File: src/rtl/mips_pkg.sv
// Shared encodings for the multi-cycle MIPS control sequencer:
// opcodes, R-type functs, ALU codes, FSM states and decoded control bundle.
package mips_pkg;

  localparam logic [5:0] OP_RTYPE = 6'b000000;
  localparam logic [5:0] OP_ADDI  = 6'b001000;
  localparam logic [5:0] OP_LW    = 6'b100011;
  localparam logic [5:0] OP_SW    = 6'b101011;
  localparam logic [5:0] OP_BEQ   = 6'b000100;
  localparam logic [5:0] OP_J     = 6'b000010;

  localparam logic [5:0] FN_ADD = 6'b100000;
  localparam logic [5:0] FN_SUB = 6'b100010;
  localparam logic [5:0] FN_AND = 6'b100100;
  localparam logic [5:0] FN_OR  = 6'b100101;
  localparam logic [5:0] FN_SLT = 6'b101010;

  localparam logic [2:0] ALU_ADD = 3'b010;
  localparam logic [2:0] ALU_SUB = 3'b110;
  localparam logic [2:0] ALU_AND = 3'b000;
  localparam logic [2:0] ALU_OR  = 3'b001;
  localparam logic [2:0] ALU_SLT = 3'b111;

  localparam logic [31:0] PC_STEP = 32'd4;

  typedef enum logic [2:0] {S_IDLE, S_DECODE, S_EXEC, S_MEM, S_WB} state_e;

  // Path class selects which state sequence an instruction walks through.
  typedef enum logic [2:0] {P_ALU, P_LW, P_SW, P_BEQ, P_J, P_ILL} path_e;

  typedef struct packed {
    logic       regdst;
    logic       alusrc;
    logic       memtoreg;
    logic [2:0] aluctl;
    path_e      path;
  } ctrl_t;

endpackage

File: src/rtl/mips_multicycle_ctrl_if.sv
// Instruction handshake plus datapath control/status bundle of the sequencer.
interface mips_multicycle_ctrl_if;
  logic [31:0] instr;
  logic        instr_valid;
  logic        instr_ready;
  logic        isZero;
  logic [4:0]  rs;
  logic [4:0]  rt;
  logic [4:0]  rd;
  logic [15:0] imm;
  logic        RegWrite;
  logic        RegDst;
  logic        MemRead;
  logic        MemWrite;
  logic        MemToReg;
  logic        ALUSrc;
  logic [2:0]  ALUcontrol;
  logic [31:0] pc;
  logic        done;
  logic        illegal;

  modport master (
    output instr, instr_valid, isZero,
    input  instr_ready, rs, rt, rd, imm, RegWrite, RegDst, MemRead, MemWrite,
           MemToReg, ALUSrc, ALUcontrol, pc, done, illegal
  );

  modport slave (
    input  instr, instr_valid, isZero,
    output instr_ready, rs, rt, rd, imm, RegWrite, RegDst, MemRead, MemWrite,
           MemToReg, ALUSrc, ALUcontrol, pc, done, illegal
  );
endinterface

File: src/rtl/mips_ctrl_decoder.sv
// Combinational opcode/funct decode into static datapath controls and path class.
module mips_ctrl_decoder
  import mips_pkg::*;
(
  input  logic [5:0] opcode,
  input  logic [5:0] funct,
  output ctrl_t      ctrl
);

  // Anything not matched falls through as an illegal path with all controls low.
  always_comb begin
    ctrl      = '0;
    ctrl.path = P_ILL;
    case (opcode)
      OP_RTYPE: begin
        case (funct)
          FN_ADD:  begin ctrl.regdst = 1'b1; ctrl.aluctl = ALU_ADD; ctrl.path = P_ALU; end
          FN_SUB:  begin ctrl.regdst = 1'b1; ctrl.aluctl = ALU_SUB; ctrl.path = P_ALU; end
          FN_AND:  begin ctrl.regdst = 1'b1; ctrl.aluctl = ALU_AND; ctrl.path = P_ALU; end
          FN_OR:   begin ctrl.regdst = 1'b1; ctrl.aluctl = ALU_OR;  ctrl.path = P_ALU; end
          FN_SLT:  begin ctrl.regdst = 1'b1; ctrl.aluctl = ALU_SLT; ctrl.path = P_ALU; end
          default: ctrl.path = P_ILL;
        endcase
      end
      OP_ADDI: begin ctrl.alusrc = 1'b1; ctrl.aluctl = ALU_ADD; ctrl.path = P_ALU; end
      OP_LW: begin
        ctrl.alusrc   = 1'b1;
        ctrl.memtoreg = 1'b1;
        ctrl.aluctl   = ALU_ADD;
        ctrl.path     = P_LW;
      end
      OP_SW:   begin ctrl.alusrc = 1'b1; ctrl.aluctl = ALU_ADD; ctrl.path = P_SW; end
      OP_BEQ:  begin ctrl.aluctl = ALU_SUB; ctrl.path = P_BEQ; end
      OP_J:    ctrl.path = P_J;
      default: ctrl.path = P_ILL;
    endcase
  end

endmodule

File: src/rtl/mips_multicycle_ctrl.sv
// Multi-cycle MIPS control FSM: latches one instruction, sequences the datapath
// strobes through DECODE/EXEC/MEM/WB, owns the PC and pulses done on retire.
module mips_multicycle_ctrl
  import mips_pkg::*;
#(
  parameter logic [31:0] PC_RESET = 32'h0000_0000
)(
  input logic                    clk,
  input logic                    rst,
  mips_multicycle_ctrl_if.slave  bus
);

  state_e      state;
  logic [31:0] ir;
  logic [31:0] pc;
  ctrl_t       ctrl_q;
  ctrl_t       dec;
  logic        retire;
  logic [31:0] npc;
  logic [31:0] p4;
  logic [31:0] br_target;
  logic [31:0] j_target;

  // Only the incoming word is decoded; the result is registered at accept.
  mips_ctrl_decoder u_dec (
    .opcode (bus.instr[31:26]),
    .funct  (bus.instr[5:0]),
    .ctrl   (dec)
  );

  assign p4        = pc + PC_STEP;
  assign br_target = p4 + {{14{ir[15]}}, ir[15:0], 2'b00};
  assign j_target  = {p4[31:28], ir[25:0], 2'b00};

  // Retire is the last busy cycle of each path; npc is what pc takes at that edge.
  always_comb begin
    retire = 1'b0;
    npc    = p4;
    case (state)
      S_DECODE: begin
        if (ctrl_q.path == P_J) begin
          retire = 1'b1;
          npc    = j_target;
        end else if (ctrl_q.path == P_ILL) begin
          retire = 1'b1;
        end
      end
      S_EXEC: begin
        if (ctrl_q.path == P_BEQ) begin
          retire = 1'b1;
          npc    = bus.isZero ? br_target : p4;
        end
      end
      S_MEM:   retire = (ctrl_q.path == P_SW);
      S_WB:    retire = 1'b1;
      default: retire = 1'b0;
    endcase
  end

  // Strobes are set on the edge entering the state that owns them, so they are registered.
  always_ff @(posedge clk or posedge rst) begin
    if (rst) begin
      state        <= S_IDLE;
      ir           <= '0;
      pc           <= PC_RESET;
      ctrl_q       <= '0;
      bus.RegWrite <= 1'b0;
      bus.MemRead  <= 1'b0;
      bus.MemWrite <= 1'b0;
      bus.done     <= 1'b0;
      bus.illegal  <= 1'b0;
    end else begin
      bus.done     <= 1'b0;
      bus.illegal  <= 1'b0;
      bus.RegWrite <= 1'b0;
      bus.MemRead  <= 1'b0;
      bus.MemWrite <= 1'b0;
      if (retire) begin
        state       <= S_IDLE;
        pc          <= npc;
        bus.done    <= 1'b1;
        bus.illegal <= (ctrl_q.path == P_ILL);
        ctrl_q      <= '0;
      end else begin
        case (state)
          S_IDLE: begin
            if (bus.instr_valid) begin
              ir     <= bus.instr;
              ctrl_q <= dec;
              state  <= S_DECODE;
            end
          end
          S_DECODE: state <= S_EXEC;
          S_EXEC: begin
            if (ctrl_q.path == P_LW || ctrl_q.path == P_SW) begin
              state        <= S_MEM;
              bus.MemRead  <= (ctrl_q.path == P_LW);
              bus.MemWrite <= (ctrl_q.path == P_SW);
            end else begin
              state        <= S_WB;
              bus.RegWrite <= 1'b1;
            end
          end
          S_MEM: begin
            state        <= S_WB;
            bus.MemRead  <= 1'b1;
            bus.RegWrite <= 1'b1;
          end
          default: state <= S_IDLE;
        endcase
      end
    end
  end

  assign bus.instr_ready = (state == S_IDLE);
  assign bus.pc          = pc;
  assign bus.rs          = ir[25:21];
  assign bus.rt          = ir[20:16];
  assign bus.rd          = ir[15:11];
  assign bus.imm         = ir[15:0];
  assign bus.RegDst      = ctrl_q.regdst;
  assign bus.ALUSrc      = ctrl_q.alusrc;
  assign bus.MemToReg    = ctrl_q.memtoreg;
  assign bus.ALUcontrol  = ctrl_q.aluctl;

endmodule

File: src/flat_wrapper.sv
// flat-port wrapper written by rule: the top's interface ports become plain ports
module mips_multicycle_ctrl_flat import mips_pkg::*;
#(
  parameter logic [31:0] PC_RESET = 32'h0000_0000
)
  (clk, rst, bus_instr, bus_instr_valid, bus_isZero, bus_instr_ready, bus_rs, bus_rt, bus_rd, bus_imm, bus_RegWrite, bus_RegDst, bus_MemRead, bus_MemWrite, bus_MemToReg, bus_ALUSrc, bus_ALUcontrol, bus_pc, bus_done, bus_illegal);
  mips_multicycle_ctrl_if bus_i ();
  input logic clk;
  input logic rst;
  input wire logic [$bits(bus_i.instr)-1:0] bus_instr;
  input wire logic [$bits(bus_i.instr_valid)-1:0] bus_instr_valid;
  input wire logic [$bits(bus_i.isZero)-1:0] bus_isZero;
  output wire logic [$bits(bus_i.instr_ready)-1:0] bus_instr_ready;
  output wire logic [$bits(bus_i.rs)-1:0] bus_rs;
  output wire logic [$bits(bus_i.rt)-1:0] bus_rt;
  output wire logic [$bits(bus_i.rd)-1:0] bus_rd;
  output wire logic [$bits(bus_i.imm)-1:0] bus_imm;
  output wire logic [$bits(bus_i.RegWrite)-1:0] bus_RegWrite;
  output wire logic [$bits(bus_i.RegDst)-1:0] bus_RegDst;
  output wire logic [$bits(bus_i.MemRead)-1:0] bus_MemRead;
  output wire logic [$bits(bus_i.MemWrite)-1:0] bus_MemWrite;
  output wire logic [$bits(bus_i.MemToReg)-1:0] bus_MemToReg;
  output wire logic [$bits(bus_i.ALUSrc)-1:0] bus_ALUSrc;
  output wire logic [$bits(bus_i.ALUcontrol)-1:0] bus_ALUcontrol;
  output wire logic [$bits(bus_i.pc)-1:0] bus_pc;
  output wire logic [$bits(bus_i.done)-1:0] bus_done;
  output wire logic [$bits(bus_i.illegal)-1:0] bus_illegal;
  assign bus_i.instr = bus_instr;
  assign bus_i.instr_valid = bus_instr_valid;
  assign bus_i.isZero = bus_isZero;
  assign bus_instr_ready = bus_i.instr_ready;
  assign bus_rs = bus_i.rs;
  assign bus_rt = bus_i.rt;
  assign bus_rd = bus_i.rd;
  assign bus_imm = bus_i.imm;
  assign bus_RegWrite = bus_i.RegWrite;
  assign bus_RegDst = bus_i.RegDst;
  assign bus_MemRead = bus_i.MemRead;
  assign bus_MemWrite = bus_i.MemWrite;
  assign bus_MemToReg = bus_i.MemToReg;
  assign bus_ALUSrc = bus_i.ALUSrc;
  assign bus_ALUcontrol = bus_i.ALUcontrol;
  assign bus_pc = bus_i.pc;
  assign bus_done = bus_i.done;
  assign bus_illegal = bus_i.illegal;
  mips_multicycle_ctrl #(.PC_RESET(PC_RESET)) u_core (.clk(clk), .rst(rst), .bus(bus_i));
endmodule
File: config.mk
export PLATFORM = sky130hd
export DESIGN_NAME = mips_multicycle_ctrl_flat
export DESIGN_NICKNAME = d
export VERILOG_FILES = /design/src/rtl/mips_pkg.sv /design/src/rtl/mips_multicycle_ctrl_if.sv /design/src/rtl/mips_ctrl_decoder.sv /design/src/rtl/mips_multicycle_ctrl.sv /design/src/flat_wrapper.sv
export SDC_FILE = /design/constraint.sdc
export NUM_CORES = 1
export LEC_CHECK = 0
export CAP_MARGIN = 20
export CORE_MARGIN = 2
export CORE_UTILIZATION = 49
export DETAILED_ROUTE_END_ITERATION = 8
export PLACE_DENSITY = 0.75
export SLEW_MARGIN = 0
export SYNTH_ARGS = -nofsm -noshare
export SYNTH_HDL_FRONTEND = slang
export SYNTH_HIERARCHICAL = 1
export SYNTH_SLANG_ARGS = --single-unit
File: constraint.sdc
create_clock -name clk -period 3.3 [get_ports clk]
set_input_delay 0.66 -clock clk [delete_from_list [all_inputs] [get_ports clk]]
set_output_delay 0.66 -clock clk [all_outputs]
set_load 0.03 [all_outputs]
# --- Word-level counts from Yosys, hierarchy flattened ---
# Index checks and enable logic that the tools add are counted.
classes:
  add_sub_neg: 2
  n_mul: 0
  n_div: 0
  n_lt_le_gt_ge: 0
  n_eq_ne: 20
  shift: 0
  muxes: 34
  bitwise_logic: 1
  reduce_logical: 9
ops:
  columns: ["op", "count"]
  rows:
  - ["two-way mux 32 bit", 2]
  - ["case mux 32 bit (2 select lines)", 1]
  - ["== test 6 bit, second input constant", 7]
  - ["adder 32 x 3 -> 32 bit, second input constant", 1]
  - ["adder 32 bit", 1]
  - ["two-way mux 28 bit", 1]
  - ["two-way mux 9 bit", 3]
  - ["case mux 3 bit (4 select lines)", 2]
  - ["case mux 3 bit (6 select lines)", 1]
  - ["two-way mux 1 bit", 16]
  - ["== test 3 x 2 -> 1 bit, second input constant", 4]
  - ["two-way mux 3 bit", 4]
  - ["== test 3 bit, second input constant", 3]
  - ["case mux 3 bit (3 select lines)", 1]
  - ["== test 3 x 1 -> 1 bit, second input constant", 2]
  - ["== test 6 x 2 -> 1 bit, second input constant", 1]
  - ["== test 6 x 3 -> 1 bit, second input constant", 1]
  - ["== test 6 x 4 -> 1 bit, second input constant", 1]
  - ["zero test 6 bit", 1]
  - ["OR reduction 5 bit", 1]
  - ["case mux 1 bit (2 select lines)", 2]
  - ["case mux 1 bit (4 select lines)", 1]
  - ["nonzero test 2 bit", 2]
  - ["zero test 3 bit", 1]
  - ["other kinds (6)", 6]
word_totals:
  reg_bits: 75
  latch_bits: 0
  mem_bits_rw: 0
  rom_bits: 0
  in_bits: 36
  output_inout_bits: 75
  elab_cells: 79
  memories: 0

# --- Longest topological paths before layout ---
# Gate-level depths: netlist of run 1.
depth:
  word_depth: 7
  depth_mapped: 17
  depth_no_buf: 17

# --- Hierarchy ---
# The synthesis of run 1 kept the hierarchy.
modules_own_cells:
  columns: ["module", "instances", "cells_per_inst", "area_each_um2", "seq_area_each_um2"]
  rows:
  - ["mips_multicycle_ctrl", 1, 687, 5844.4, 1826.8]
  - ["mips_ctrl_decoder", 1, 36, 247.7, 0.0]

# --- Worst setup path after synthesis of run 1 ---
# OpenSTA, ideal clock, no wires.
synth_path:
  kind: "register to register"
  start: "reg u_core.pc[2] (netlist: u_core/bus.pc[2])"
  end: "reg u_core.pc[31] (netlist: u_core/bus.pc[31])"
  setup_ps: 135
  arrival_ps: 3313
  required_time_ps: 3165
  setup_slack_ps: -148
  path_stages_with_launch: 18
  path_buffers: 0
  synth_period_minus_slack_ps: 3448
  path_cell_list: "dfrtp_1 ha_1 nand2_1 nor3_2 nand3_2 nor3_2 and3_1 xor2_1 ha_1 a21o_1 a21o_1 a21oi_1 nor2_1 nand3_1 o21ai_0 a31oi_1 nand3_1 xor2_1"
synth_between:
  elab_chain_cells: 5
synth_lines:
  columns: ["element", "line_no", "text"]
  rows:
  - ["start, declared", "mips_multicycle_ctrl.sv:15", "logic [31:0] pc;"]
  - ["start signal, assigned", "mips_multicycle_ctrl.sv:80", "pc <= npc;"]
  - ["adder 32 x 3 -> 32 bit *", "mips_multicycle_ctrl.sv:31", "assign p4 = pc + PC_STEP;"]
  - ["adder 32 bit", "mips_multicycle_ctrl.sv:32", "assign br_target = p4 + {{14{ir[15]}}, ir[15:0], 2'b00};"]
  - ["two-way mux 32 bit", "mips_multicycle_ctrl.sv:51", "npc = bus.isZero ? br_target : p4;"]
  - ["two-way mux 32 bit", "mips_multicycle_ctrl.sv:49", "if (ctrl_q.path == P_BEQ) begin"]
  - ["case mux 32 bit (2 select lines) *", "mips_multicycle_ctrl.sv:39", "case (state)"]
# Mark *: on every way between the ends. The rest lies on a longest branch, timed or not.
# A chain may end at the register's enable or synchronous reset.

# --- Worst setup path in the final report of run 1 ---
layout_path:
  start: "reg u_core.pc[3] (netlist: u_core/bus.pc[3])"
  end: "reg u_core.pc[31] (netlist: u_core/bus.pc[31])"
# The elaborated chain is that of the path after synthesis.

==> flow_metrics.tcl, run 1 <==
set metrics [dict create \
    clkSlewWorstSetupHoldPaths_ps 60 \
    drtPass1Iterations 5 \
    dp.cells 1037 \
    final_max_slew_viol_count 0 \
    synth_area_um2 6092 \
    drcViolationCount 0 \
    final-hold-violation-count 0 \
    cts_tree "yes" \
    rsz0062_at_grt "true" \
    timing.final.crit_period_ps 3281 \
    die_area_um2 13340 \
    whs_ps 478.3 \
    endpoint_kind "flip-flop" \
    maxCapViolCount 0 \
    synth_top_area_frac 0.2999 \
    drtIter0Drc 548 \
    core.rowCount 40 \
    peakVddDrop_v 0.0008714 \
    fp.dieW_um 115.5 \
    p_total_mw 10.88 \
    start_util 0.5051 \
    crit_fanout 5 \
    overflow 0 \
    grt_max_degree 48 \
    clock-sinks 73 \
    synth-seq-area-share 0.2999 \
    synthCells 723 \
    yosys-top-cells-area "dfrtp_1, ha_1, a21oi_1, nand2_1, mux2_2" \
    outcome "finished, final reports clean" \
    crit_slowest_cell "dfrtp_2" \
    cp-endpoint "u_core/bus.pc[31]" \
    ys_types 83 \
    core_um2 12060 \
    cp-startpoint "u_core/bus.pc[3]" \
    grt_pass1_wl_um 30000 \
    gp_congestion 0.9237 \
    vias 6173 \
    critPathKind "flip-flop to flip-flop" \
    antenna_cells 0 \
    min-delay-start "u_core/bus.pc[31]" \
    layout_commonest_cell "clkdlybuf4s50_1" \
    port_buffers 108 \
    area_growth_syn_to_layout_pct 41.32 \
    routedWlPerCell_um 18.22 \
    period_share 0.9941 \
    fp.dieH_um 115.5 \
    finalSetupTns_ps 0 \
    ys.flop_type "dfrtp_1" \
    drt_wl_total_um 19410 \
    via_per_inst 5.796 \
    yosysTopAreaCell "dfrtp_1" \
    synth-edff-count 0 \
    antenna_found_initial 0 \
    grt_pass1_vias 6054 \
    crit_required_ps 3530 \
    io_pins 111 \
    r2r_setup_slack_ps 20 \
    placed_area_um2 7838 \
    slowest_delay_ps 390 \
    cellLeakagePower_nw 3.601 \
    dpl.hpwl_um 13550 \
    ys_async_sr_fraction 1.000 \
    critPathLaunchType "flip-flop" \
    power_density_nw_per_um2 1263 \
    fmax_ghz 0.3048 \
    drive_gt1_frac 0.2709 \
    reg2reg_to "u_core/bus.pc[31]" \
    insertion_delay_ps 350 \
    fin_area_um2 8610 \
    reg2reg_depth 17 \
    synth.avg_cell_area_um2 8.426 \
    grt_usage 0.2868 \
    setup_viol 0 \
    cts_buffer_depth 2 \
    reg2reg_from "u_core/bus.pc[3]" \
    worstPathArrival_ps 3510 \
    utilization 0.7138 \
    skew_ps 11.76 \
    place_ws_ps -126.4 \
    hold_class "flip-flop to flip-flop" \
    cts_buffers 9 \
    cp_cell_sequence "ha_4 > nand2_4 > nor3_4 > buf_6 > nand3_4 > nor2_4 > xor2_2 > ha_1 > buf_4 > nand4_1 > nor3_2 > nand3_2 > nand4_1 > nand3_2 > a31oi_1 > nand3_1 > xor2_1" \
    final_cells 1065 \
    final_cell_mix "clkdlybuf4s50_1, buf_4, nand2_1" \
    tightestPinTransition_ps 736.1 \
    cts_root_buffer "clkbuf_16" \
    synth_warnings 6 \
    relSlewSlack 0.5093 \
    nets 964 \
    ys_ff_latch 73 \
    htreeDepth 3 \
    ant_nets 0 \
    layout_setup_ws_ps 19.36 \
]
power by group:
group,internal [mW],total (mW),switching [mW]
clock network,0.604,1.02,0.413
registers,1.26,1.75,0.483
logic,3.65,8.11,4.46
final cells by class:
| cell class | instances | area, µm² |
|---|---|---|
| repair buffers | 204 | 1831 |
| well taps | 168 | 210.2 |
| flip-flops and latches | 73 | 1838 |
| clock buffers | 11 | 242.7 |
| inverters | 20 | 75.07 |
| clock inverters | 5 | 55.05 |
| fillers | 911 | 3452 |
| multi-input cells | 584 | 4358 |
registers in the layout (all words and copies together), names as in the netlist:
name / flops
u_core/bus.ALUSrc: 1
u_core/bus.ALUcontrol: 3
u_core/bus.MemRead: 1
u_core/bus.MemToReg: 1
u_core/bus.MemWrite: 1
u_core/bus.RegDst: 1
u_core/bus.RegWrite: 1
u_core/bus.done: 1
u_core/bus.illegal: 1
u_core/bus.pc: 30
u_core/ctrl_q: 3
u_core/ir: 26
u_core/state: 3
cell usage after synthesis (3+ instances only):
cell type	n
xnor2_1	27
a22oi_1	8
nand4b_1	4
o21a_1	7
a211oi_1	4
o21ai_0	43
or3_1	4
inv_1	19
clkbuf_1	22
nand4_1	10
dfrtp_1	73
nor3_2	3
o22ai_1	5
buf_4	10
and3_1	7
ha_1	35
a31oi_1	10
and2_1	5
buf_1	5
nor4_1	3
buf_2	8
xor2_1	19
a221oi_1	9
o211ai_1	3
nor2b_1	9
nor2_1	58
mux2_2	25
o21bai_1	10
nand2b_1	12
nand3_2	3
nor3b_1	3
nand3_1	27
a21o_1	15
o221ai_1	3
nor3_1	12
mux2i_1	4
nand2_1	80
nand3b_1	4
a21oi_1	61
critical path, delay by kind of cell (launching register included):
| family | cells | cell delay (ps) |
|---|---|---|
| flip-flops | 1 | 390 |
| buffers and inverters | 2 | 310 |
| AO/OA/AOI/OAI | 1 | 210 |
| XOR/XNOR | 2 | 270 |
| adder cells (fa/ha/maj) | 2 | 540 |
| AND/OR/NAND/NOR | 10 | 1450 |
cell families (layout without fill, tap and decap cells):
group                      after synthesis  count (layout)  synth area share
AOI/OAI and AO/OA                      207             207            0.2241
xor gates and xnor gates                48              48           0.07147
adders and majority gates               36              36           0.07517
buffers and inverters                   67             240           0.04950
DFF                                     73              73            0.2999
muxes                                   29              29           0.05278
other                                    1               2         0.0006156
and+or+nand+nor                        262             262            0.2265
layer usage:
metal  GRT usage  up-vias  routed length (µm)
li1            -     2935                   -
met1      0.3763     2952                8202
met2      0.4772      250                9405
met3     0.05649       36                1357
met4     0.09237        0                 445
met5           0        -                   0
repair_timing:
item	in CTS	in global routing
gates resized for setup	12	74
hold buffers	0	0
pin swaps	8	39
buffers inserted	5	7
setup endpoints to repair	4	17
worst min path at each step:
stage	endpoint	slack, ps	cells after the start
after floorplan	u_core/state[1]	490	1
after global placement	u_core/bus.pc[31]	470	1
after detailed placement	u_core/bus.pc[31]	470	1
after CTS	u_core/bus.pc[31]	490	1
after global routing	u_core/bus.pc[31]	510	1
final	u_core/bus.pc[31]	480	1
Power figures use the tool's default switching activity.
==> run 2, diff against run 1 <==
--- a/config.mk
+++ b/config.mk
@@ -7,11 +7,10 @@
 export LEC_CHECK = 0
 export CAP_MARGIN = 20
 export CORE_MARGIN = 2
-export CORE_UTILIZATION = 49
+export CORE_UTILIZATION = 48
 export DETAILED_ROUTE_END_ITERATION = 8
-export PLACE_DENSITY = 0.75
+export PLACE_DENSITY = 0.74
 export SLEW_MARGIN = 0
 export SYNTH_ARGS = -nofsm -noshare
 export SYNTH_HDL_FRONTEND = slang
-export SYNTH_HIERARCHICAL = 1
 export SYNTH_SLANG_ARGS = --single-unit
==> flow_metrics.tcl, run 2 <==
set metrics [dict create \
    ys.flop_type "dfrtp_1" \
    core.rowCount 40 \
    start_util 0.4935 \
    yosysMostFrequentCell "nand2_1" \
    reg.largest.list "u_core.bus.pc: 30 flops, u_core.ir: 26 flops" \
    largest_reg_flops 30 \
    clkSlewWorstSetupHoldPaths_ps 70 \
    grt_max_degree 45 \
    whs_ps 507.1 \
    antenna_found_initial 0 \
    nets 1049 \
    die_area_um2 13250 \
    clock-sinks 73 \
    gr-usage-met1 0.4114 \
    period_share 1.074 \
    insertion_delay_ps 360 \
    min_path_cells 2 \
    final-hold-violation-count 0 \
    ys_ff_latch 73 \
    grt_pass1_wl_um 33300 \
    synth_top_area_frac 0.3081 \
    ys_top_cells_by_count "nand2_1, dfrtp_1, nor2_1, a21oi_1, ha_1" \
    io_pins 111 \
    core_um2 12010 \
    power_density_nw_per_um2 1306 \
    use_met3 0.04692 \
    critPathKind "flip-flop to flip-flop" \
    maxCapViolCount 0 \
    layout_setup_ws_ps -243.4 \
    final_cell_mix "buf_4, nand2_1, clkdlybuf4s50_1" \
    port_buffers 108 \
    reg2reg_from "u_core.bus.pc[3]" \
    cts_buffers 9 \
    grt-busiest-layer "met2" \
    synth_warnings 0 \
    cts_tree "yes" \
    r2r_setup_slack_ps -240 \
    relSlewSlack 0.4334 \
    fp.dieH_um 115.1 \
    endpoint_kind "flip-flop" \
    drtIter0Drc 501 \
    reg2reg_to "u_core.bus.pc[31]" \
    vias 6725 \
    dpl.hpwl_um 15580 \
    rsz0062_at_grt "true" \
    cts_root_buffer "clkbuf_16" \
    p_total_mw 11.39 \
    synth.avg_cell_area_um2 7.915 \
    gp_congestion 0.9642 \
    hold_class "flip-flop to flip-flop" \
    yosysTopAreaCell "dfrtp_1" \
    grt_pass1_vias 6577 \
    htreeDepth 3 \
    final_max_slew_viol_count 0 \
    drive_gt1_frac 0.2497 \
    synth_area_um2 5928 \
    area_growth_syn_to_layout_pct 47.11 \
    finalSetupTns_ps -835.3 \
    via_per_inst 5.962 \
    grt_usage 0.3199 \
    fp.dieW_um 115.1 \
    reg2reg_depth 16 \
    timing.final.crit_period_ps 3543 \
    ys_async_sr_fraction 1.000 \
    fillers 931 \
    violations "setup timing" \
    cp-startpoint "u_core.bus.pc[3]" \
    routedWlPerCell_um 18.74 \
    synth-edff-count 0 \
    ys_types 70 \
    outcome "finished with violations" \
    layout_commonest_cell "buf_4" \
    critPathLaunchType "flip-flop" \
    fmax_ghz 0.2822 \
    ant_nets 0 \
    skew_ps 10.63 \
    synth-seq-area-share 0.3081 \
    crit_fanout 4 \
    drtPass1Iterations 7 \
    synthCells 749 \
    overflow 0 \
    cp-endpoint "u_core.bus.pc[31]" \
    setup_viol 6 \
    grt_use_met2 0.5459 \
    top_register "u_core.bus.pc" \
    worstPathArrival_ps 3780 \
    tightestPinTransition_ps 849.9 \
    drcViolationCount 0 \
    antenna_cells 0 \
    crit_required_ps 3540 \
    cts_buffer_depth 2 \
    peakVddDrop_v 0.0007964 \
    drt_wl_total_um 21140 \
    utilization 0.7260 \
    cellLeakagePower_nw 3.818 \
    yosys-top-cells-area "dfrtp_1, nand2_1, ha_1, a21oi_1, xnor2_1" \
]
[run 2: changes by cell type in the layout (fill, tap and decap cells not counted), moves of 7 or more]
cell / change
nand2_1: +55
buf_4: +53
mux2_2: -24
nor2_1: +11
a21o_1: -9
nand3_2: -7
[run 2: cells by family (layout without fill, tap and decap cells)]
logic type | Yosys count | in the layout | synth area share
simple gates | 319 | 319 | 0.2573
compound gates | 202 | 202 | 0.2282
flops | 73 | 73 | 0.3081
buf+inv | 66 | 297 | 0.04981
xor+xnor | 47 | 47 | 0.06944
fa+ha+maj | 37 | 37 | 0.07936
mux | 4 | 4 | 0.007176
other cells | 1 | 2 | 0.0006326
[run 2: critical path, stage by stage (launching register included)]
cell and delay, ps:
dfrtp_2 400, ha_4 140, and3_4 200, nand3_4 80, or2_4 280, nor3_4 190, xnor2_2 100, ha_1 320
a21o_1 180, a211o_1 320, buf_4 160, o22ai_1 120, nor2_1 100, a311o_1 380, o211ai_1 120, nand4_1 100
a211o_1 230
[run 2: what timing repair did]
action / in CTS / in global routing
hold buffers: 0 / 0
resized for setup: 19 / 41
buffers inserted: 4 / 9
setup endpoints to repair: 9 / 16
pin swaps: 10 / 12
[run 2: worst min path at each step]
stage,startpoint,endpoint,slack [ps]
after global routing,u_core.ir[25],u_core.ir[25],530
after global placement,u_core.bus.ALUSrc,u_core.bus.ALUSrc,500
final,u_core.ir[25],u_core.ir[25],510
after detailed placement,u_core.ir[25],u_core.ir[25],490
after CTS,u_core.ir[25],u_core.ir[25],510
after floorplan,u_core.bus.ALUcontrol[0],u_core.bus.ALUcontrol[0],470
[run 2: per-layer routing]
metal  vias to the layer above  part of all wire
li1                       3144                 -
met1                      3266              0.42
met2                       268              0.49
met3                        47             0.060
met4                         0             0.030
met5                         -                 0
[run 2: report_power, final]
group	internal [mW]	total (mW)	switching (mW)
clock network	0.534	0.964	0.430
logic	3.97	8.67	4.70
registers	1.27	1.76	0.490
[run 2: stage by stage]
step / instance area (µm²) / setup slack (ps) / cells
3_3_place_gp: 8075 / -189.5 / 1099
3_5_place_dp: 8075 / -343.2 / 1099
4_1_cts: 8462 / -194.5 / 1119
2_1_floorplan: 5983 / -443.2 / 750
5_1_grt: 8721 / -440.4 / 1128
6_report: 8721 / -243.4 / 1128
[run 2: cell type report]
class,count,area [µm²],area share
multi-input cells,611,4110,0.4713
inverters,23,86.33,0.009900
clock buffers,11,242.7,0.02783
flip-flops and latches,73,1837,0.2106
well taps,147,183.9,0.02109
clock inverters,5,38.79,0.004448
repair buffers,258,2222,0.2548
==> run 3, diff against run 2 <==
--- a/config.mk
+++ b/config.mk
@@ -9,8 +9,8 @@
 export CORE_MARGIN = 2
 export CORE_UTILIZATION = 48
 export DETAILED_ROUTE_END_ITERATION = 8
+export GPL_ROUTABILITY_DRIVEN = 0
 export PLACE_DENSITY = 0.74
-export SLEW_MARGIN = 0
 export SYNTH_ARGS = -nofsm -noshare
 export SYNTH_HDL_FRONTEND = slang
 export SYNTH_SLANG_ARGS = --single-unit
==> flow_metrics.tcl, run 3 (synthesized netlist as in run 2, its figures left out) <==
set metrics [dict create \
    clock-sinks 73 \
    p_switching_mw 5.582 \
    insertion_delay_ps 350 \
    violations "setup timing" \
    outcome "finished with violations" \
    relSlewSlack 0.4398 \
    top_register "u_core.bus.pc" \
    layout_commonest_cell "buf_4" \
    grt_max_degree 31 \
    drcViolationCount 0 \
    cts_buffer_depth 2 \
    fp.dieH_um 115.1 \
    hold_class "flip-flop to flip-flop" \
    routedWlPerCell_um 19.06 \
    worstPathArrival_ps 3880 \
    final_cell_mix "buf_4, nand2_1, clkdlybuf4s50_1" \
    cp_num_buf_inv 1 \
    port_buffers 108 \
    setup_viol 6 \
    layout_setup_ws_ps -343.8 \
    period_share 1.104 \
    antenna_found_initial 0 \
    cts_root_buffer "clkbuf_16" \
    crit_fanout 5 \
    min_path_cells 2 \
    final_max_slew_viol_count 0 \
    overflow 0 \
    cts_tree "yes" \
    drtPass1Iterations 6 \
    timing.final.crit_period_ps 3644 \
    antenna_cells 0 \
    reg.largest.list "u_core.bus.pc: 30 flops, u_core.ir: 26 flops" \
    path_depth 15 \
    nets 1036 \
    p_total_mw 11.37 \
    largest_reg_flops 30 \
    slowest_delay_ps 410 \
    critPathLaunchType "flip-flop" \
    io_pins 111 \
    vias 6778 \
    drt_wl_total_um 21250 \
    htreeDepth 3 \
    crit_required_ps 3540 \
    die_area_um2 13250 \
    postCtsHoldBufs 0 \
    p_int_mw 5.784 \
    drtIter0Drc 508 \
    reg2reg_depth 15 \
    fp.dieW_um 115.1 \
    drive_gt1_frac 0.2252 \
    grt_pass1_vias 6914 \
    cp_cell_sequence "ha_4 > and3_4 > nand3_4 > or2_4 > buf_4 > nor3_1 > xor2_1 > ha_1 > o21a_1 > o21ai_0 > nor2_1 > a311o_1 > o211ai_1 > nand4_1 > a211o_1" \
    grt_pass1_wl_um 33090 \
    area_growth_syn_to_layout_pct 45.25 \
    power_density_nw_per_um2 1320 \
    critPathKind "flip-flop to flip-flop" \
    endpoint_kind "flip-flop" \
    core.rowCount 40 \
    ant_nets 0 \
    rsz0062_at_grt "true" \
    utilization 0.7169 \
    peakVddDrop_v 0.0008151 \
    p_seq_frac 0.154 \
    start_util 0.4935 \
    tightestPinTransition_ps 840.3 \
    final-hold-violation-count 0 \
    place_ws_ps -405.2 \
    crit_slowest_cell "a311o_1" \
    grt_usage 0.3195 \
    whs_ps 533.6 \
    via_per_inst 6.079 \
    clkSlewWorstSetupHoldPaths_ps 60 \
    crit_family "compound AO/OA/AOI/OAI gates" \
    power.share.clock 0.096 \
    cts_buffers 9 \
    dpl.hpwl_um 15170 \
    cellLeakagePower_nw 3.756 \
    maxCapViolCount 0 \
    comb_power_share 0.750 \
    swShare 0.4911 \
    core_um2 12010 \
    fmax_ghz 0.2744 \
    skew_ps 9.093 \
]
## run 3: layer usage
| metal | up-vias | part of all wire | track usage |
|---|---|---|---|
| met5 | - | 0 | 0 |
| met4 | 0 | 0.043 | 0.1767 |
| met3 | 77 | 0.072 | 0.05851 |
| met2 | 330 | 0.49 | 0.5325 |
| met1 | 3256 | 0.40 | 0.3915 |
| li1 | 3115 | - | - |
## run 3: tightest hold or removal path, cell delays in order, from the launching register on
cell and delay (ps):
dfrtp_1 360, nand3_1 70, o21ai_0 70
## run 3: layout make-up
| cell class | count | area, µm² |
|---|---|---|
| clock inverters | 4 | 76.32 |
| repair buffers | 245 | 2113 |
| flip-flops and latches | 73 | 1837 |
| well taps | 147 | 183.9 |
| inverters | 23 | 86.33 |
| multi-input cells | 611 | 4068 |
| fillers | 920 | 3401 |
| clock buffers | 12 | 246.5 |
## run 3: what timing repair did
action / CTS / global route
resized for setup: 12 / 32
buffers inserted: 5 / 2
pin swaps: 11 / 15
endpoints found under the setup margin: 8 / 17
## run 3: path summary, 6_finish.rpt
kind	from	endpoint	slack (ps)
max reg2reg	u_core.bus.pc[3]	u_core.bus.pc[31]	-340
min in group asynchronous	rst	u_core.bus.pc[25]	680
max	u_core.bus.pc[3]	u_core.bus.pc[31]	-340
min	u_core.bus.ALUcontrol[0]	u_core.bus.ALUcontrol[0]	530
max in group asynchronous	rst	u_core.ir[16]	1810
min reg2reg	u_core.bus.ALUcontrol[0]	u_core.bus.ALUcontrol[0]	530
## run 3: through the flow
| stage | TNS (ps) | cells | area (µm²) |
|---|---|---|---|
| finish | -806.2 | 1115 | 8611 |
| global route | -1932 | 1115 | 8611 |
| CTS | -588.9 | 1113 | 8427 |
| detailed placement | -1249 | 1092 | 8023 |
| global placement | -588.7 | 1092 | 8023 |
| floorplan | -887.9 | 750 | 5983 |
## run 3: power by group through the flow
stage	sequential [mW]	combinational (mW)	clock, mW
floorplan	2.29	4.10	0
global placement	1.72	7.60	0
detailed placement	1.74	7.84	0
CTS	1.73	8.06	1.10
global route	1.79	9.11	1.15
finish	1.75	8.52	1.09
